[src/rtl/serial_pattern_tx.sv]
// Serial pattern source for the sequence detector's x input: loads a parallel
// pattern and shifts it out MSB-first with hold, abort and loop support.
module serial_pattern_tx #(
  parameter int WIDTH = 8,
  parameter int CW    = 4
) (
  input  logic             clk,
  input  logic             rst_n,
  input  logic             load,
  input  logic [WIDTH-1:0] data,
  input  logic             loop,
  input  logic             hold,
  input  logic             abort,
  output logic             ready,
  output logic             x,
  output logic             x_valid,
  output logic             done,
  output logic [1:0]       state
);

  typedef enum logic [1:0] {
    IDLE = 2'b00,
    SEND = 2'b01,
    DONE = 2'b10
  } state_t;

  localparam logic [CW-1:0] CNT_FULL = CW'(WIDTH);
  localparam logic [CW-1:0] CNT_ONE  = {{(CW-1){1'b0}}, 1'b1};
  localparam logic [CW-1:0] CNT_ZERO = {CW{1'b0}};

  state_t           state_r, state_s;
  logic [WIDTH-1:0] sreg_r, sreg_s;
  logic [WIDTH-1:0] pat_r, pat_s;
  logic [CW-1:0]    cnt_r, cnt_s;
  logic             ready_r, x_r, x_valid_r, done_r;

  // Next-state and datapath update; abort overrides every other control.
  always_comb begin
    state_s = state_r;
    sreg_s  = sreg_r;
    pat_s   = pat_r;
    cnt_s   = cnt_r;
    if (abort) begin
      state_s = IDLE;
      cnt_s   = CNT_ZERO;
    end else begin
      case (state_r)
        IDLE: begin
          if (load) begin
            sreg_s  = data;
            pat_s   = data;
            cnt_s   = CNT_FULL;
            state_s = SEND;
          end else begin
            state_s = IDLE;
          end
        end
        SEND: begin
          if (hold) begin
            state_s = SEND;
          end else if (cnt_r > CNT_ONE) begin
            sreg_s = {sreg_r[WIDTH-2:0], 1'b0};
            cnt_s  = cnt_r - CNT_ONE;
          end else if (loop) begin
            sreg_s = pat_r;
            cnt_s  = CNT_FULL;
          end else begin
            state_s = DONE;
            cnt_s   = CNT_ZERO;
          end
        end
        DONE: begin
          state_s = IDLE;
        end
        default: begin
          // Unused encoding 11 falls back to a clean idle.
          state_s = IDLE;
          cnt_s   = CNT_ZERO;
        end
      endcase
    end
  end

  // State registers; outputs are registered from the next state so they track it exactly.
  always_ff @(posedge clk or negedge rst_n) begin
    if (!rst_n) begin
      state_r   <= IDLE;
      sreg_r    <= {WIDTH{1'b0}};
      pat_r     <= {WIDTH{1'b0}};
      cnt_r     <= CNT_ZERO;
      ready_r   <= 1'b1;
      x_r       <= 1'b0;
      x_valid_r <= 1'b0;
      done_r    <= 1'b0;
    end else begin
      state_r   <= state_s;
      sreg_r    <= sreg_s;
      pat_r     <= pat_s;
      cnt_r     <= cnt_s;
      ready_r   <= (state_s == IDLE);
      x_valid_r <= (state_s == SEND);
      x_r       <= (state_s == SEND) ? sreg_s[WIDTH-1] : 1'b0;
      done_r    <= (state_s == DONE);
    end
  end

  assign ready   = ready_r;
  assign x       = x_r;
  assign x_valid = x_valid_r;
  assign done    = done_r;
  assign state   = state_r;

endmodule
[config.mk]
export PLATFORM = sky130hd
export DESIGN_NAME = serial_pattern_tx
export DESIGN_NICKNAME = d
export VERILOG_FILES = /design/src/rtl/serial_pattern_tx.sv
export SDC_FILE = /design/constraint.sdc
export NUM_CORES = 1
export LEC_CHECK = 0
export CORE_UTILIZATION = 57
export DETAILED_ROUTE_END_ITERATION = 10
export GPL_TIMING_DRIVEN = 0
export PLACE_DENSITY = 0.83
export SETUP_SLACK_MARGIN = 0.05
export SYNTH_ARGS = -nofsm -noshare
export SYNTH_HDL_FRONTEND = slang
export SYNTH_SLANG_ARGS = --single-unit
[constraint.sdc]
create_clock -name clk -period 2.7 [get_ports clk]
set_input_delay 0.54 -clock clk [delete_from_list [all_inputs] [get_ports clk]]
set_output_delay 0.54 -clock clk [all_outputs]
set_load 0.1 [all_outputs]
==> results.md <==
- Status: finished, final reports clean
- Power, Total: 0.00103 W
- Cell at the slowest stage of the critical path: clkdlybuf4s50_1
- Final Hold Fails: 0
- Number of enable flip-flop cells after synthesis: 0
- Critical path's top delay family: buffers and inverters
- Ant. Diodes: 0
- RR Startpoint: cnt_r[0]
- Core area: 2210 um^2
- FFs w/ async S/R, synth: 100%
- Fillers: 168
- Die width: 50.7 um
- Cell Area, Placed: 1570 um^2
- Pre-CTS setup slack: 0.358 ns
- GRT Total Usage: 24.8%
- Peak VDD IR: 0.414 mV
- Number of I/O port buffers: 18
- WL met3: 155 um
- Highest routed layer: met4
- CTS tree: built
- Critical Path AT: 1.98 ns
- FF-to-FF path depth: 7
- Worst R2R End: sreg_r[2]
- Setup TNS: 0 ns
- Syn Area/Cell: 11.3 um^2
- Post-Route Skew: 0.00501 ns
- Num CTS Buffers: 3
- Critical Path Max Stage Delay: 1.12 ns
- Initial antenna violation count: 0
- Die footprint: 2570 um^2
- Yosys warning count: 0
- CTS max path bufs: 2
- Hold Crit Start: pat_r[7]
- Cells after Synth: 120
- Placer congestion estimate: 0.872
- Post-route DRC: 0
- Syn Nets: 136
- Worst path buffer plus inverter count: 1
- Vias in the first global route: 1,039
- Initial drt markers: 45
- Required time worst endpoint: 2.16 ns
- Worst Path Class, Setup: register to primary output
- Clk root buf: clkbuf_4
- Area grow syn2layout: 18.8%
- Post-synth top area share: 46.3%
- Period minus WS final: 2.52 ns
- Initial Util: 61.0%
- Drt first pass iters: 4
- Most used DFF post-synth: dfrtp_1
- Switch Pwr: 0.000347 W
- Cell Area, Synth: 1350 um^2
- IO Pins: 20
- Pleak: 0.687 nW
- Sw Ratio: 33.6%
- CTS H-tree depth: 1
- Crit path max fanout: 1
- Slew @ Worst Pin: 1.11 ns
- Layout cells sized above 1: 19.0%
- Nets: 159
- Cts hold-fix bufs: 0
- Seq pwr share: 49.3%
- Worst Hold Depth: 2
- Final instance area: 1600 um^2
- CTS clk-pin slew, worst paths: 0.14 ns
- Largest cells by area after synthesis: dfrtp_1 (46%), mux2_2 (5.8%), nor3_1 (4.4%), a222oi_1 (3.7%), a21oi_1 (2.2%)
- Pwr per Cell Area: 644 nW/um^2
- Vias/cell: 6.26
- Netlist cell types: 44
- Average wire per standard cell: 16.2 um
- Critical Path End Type: primary output
- Logic pwr share: 31.6%
- Met2 WL: 1350 um
- Clock sink total: 26
- Largest net degree at the start of global routing: 27
- Die H: 50.7 um
- Internal power component: 0.000686 W
- Flop2flop setup slack: 0.70 ns
- Clock power frac: 19.1%
- Sequential area share after synthesis: 48.3%
- First-pass GRT wire length: 4630 um
- Post-route ant nets: 0
- Slew HR: 25.9%
- Hold WC Path Type: register to register
- Critical Path, Cell by Cell: clkdlybuf4s50_1
- Num rows: 17
- DR vias: 1,064
- Clk_lat worst skew: 0.33 ns
- Final WL: 2750 um
- Tcrit/Tclk final: 93.5%
- Grt total ovfl: 0
- Post-DP HPWL: 1980 um
- Yosys top cell by area: dfrtp_1
- Final setup margin: 0.176 ns
- RSZ-0062 raised after global routing: no
- Post-CTS Repair Setup Buffers: 0
- Hold path endpoint: pat_r[7]
- Total of max-cap violations: 0
- FMAX: 396 MHz
- Startpoint type of the worst setup path: register
- Fin. max-slew vios: 0
- Final setup viols: 0
- Wl on met1: 1160 um
- FF+latch count, synth: 26
through the flow:
| stage | hold WS (ns) | std cells | util (%) |
|---|---|---|---|
| after floorplan | 0.244 | 120 | - |
| after global placement | 0.472 | 166 | 70.8 |
| after detailed placement | 0.480 | 166 | 70.8 |
| after CTS | 0.513 | 170 | 72.4 |
| after global routing | 0.535 | 170 | 72.5 |
| final | 0.510 | 170 | 72.5 |
power by group through the flow:
| stage | registers, W | logic, W | clock network, W |
|---|---|---|---|
| 2_1_floorplan | 0.000560 | 0.000188 | 0 |
| 3_3_place_gp | 0.000512 | 0.000313 | 0 |
| 3_5_place_dp | 0.000514 | 0.000325 | 0 |
| 4_1_cts | 0.000507 | 0.000327 | 0.000206 |
| 5_1_grt | 0.000517 | 0.000353 | 0.000220 |
| 6_report | 0.000509 | 0.000327 | 0.000198 |
synthesized netlist by cell type, types with 2 or more instances:
library cell,n
a222oi_1,5
nand2_1,8
dfrtp_1,25
nor4_1,2
nor2_1,2
buf_6,2
o21ai_0,4
mux2_2,7
o31a_1,3
a21oi_1,6
nand3b_1,3
a31oi_1,3
a22o_1,2
buf_2,2
ha_1,2
inv_1,4
nor3_1,12
mux2_1,2
how the worst max path moves through the flow:
stage,start,endpoint,slack [ns],depth (start not counted)
after floorplan,state[0],cnt_r[0],0.60,5
after global placement,abort,sreg_r[0],0.36,5
after detailed placement,abort,sreg_r[0],0.36,5
after CTS,state[1],state[1],0.08,1
after global routing,ready,ready,0.13,1
final,ready,ready,0.18,1
cell families (layout without fill, tap and decap cells):
family          after synthesis  count (layout)  synth area share, %
flops                        26              26                 48.3
fa+ha+maj                     2               2                 1.85
xor+xnor                      1               1                0.649
simple gates                 41              41                 20.3
compound gates               31              31                 17.1
buf+inv                      10              32                 4.36
mux                           9               9                 7.51
flip-flops by register name, indices dropped and copies added (netlist names):
name and flops:
x_valid 1, x 1, cnt_r 4, state 2
ready 1, done 1, sreg_r 8, pat_r 8
placed cells by master, fill, tap and decap left out, types with 2 or more instances in the layout:
cell type	instances
a21oi_1	6
a222oi_1	5
a22o_1	2
a31oi_1	3
buf_2	2
buf_6	2
clkbuf_4	3
clkdlybuf4s50_1	17
dfrtp_1	25
ha_1	2
inv_1	4
mux2_1	2
mux2_2	7
nand2_1	8
nand3b_1	3
nor2_1	2
nor3_1	12
nor4_1	2
o21ai_0	4
o31a_1	3
cell type report:
cell class / instances / area, um^2 / share of cell area [%]
timing repair buffer: 18 / 183 / 11.4
clock buffer: 4 / 36.3 / 2.26
inverter: 4 / 15.0 / 0.936
multi-input combinational: 84 / 639 / 39.9
buffer: 6 / 43.8 / 2.73
tap: 28 / 35.0 / 2.18
sequential: 26 / 652 / 40.6
metal layers:
layer / up-vias / track usage (%)
met2: 41 / 41.3
met4: 0 / 15.3
met5: - / 0
met3: 9 / 5.15
met1: 506 / 29.1
li1: 508 / -
repair_timing:
| item | in CTS | in global routing |
|---|---|---|
| resized for setup | 0 | 1 |
| endpoints found under the hold margin | 0 | 0 |
| endpoints found under the setup margin | 0 | 1 |
No activity file was read; power rests on OpenSTA's default activity.
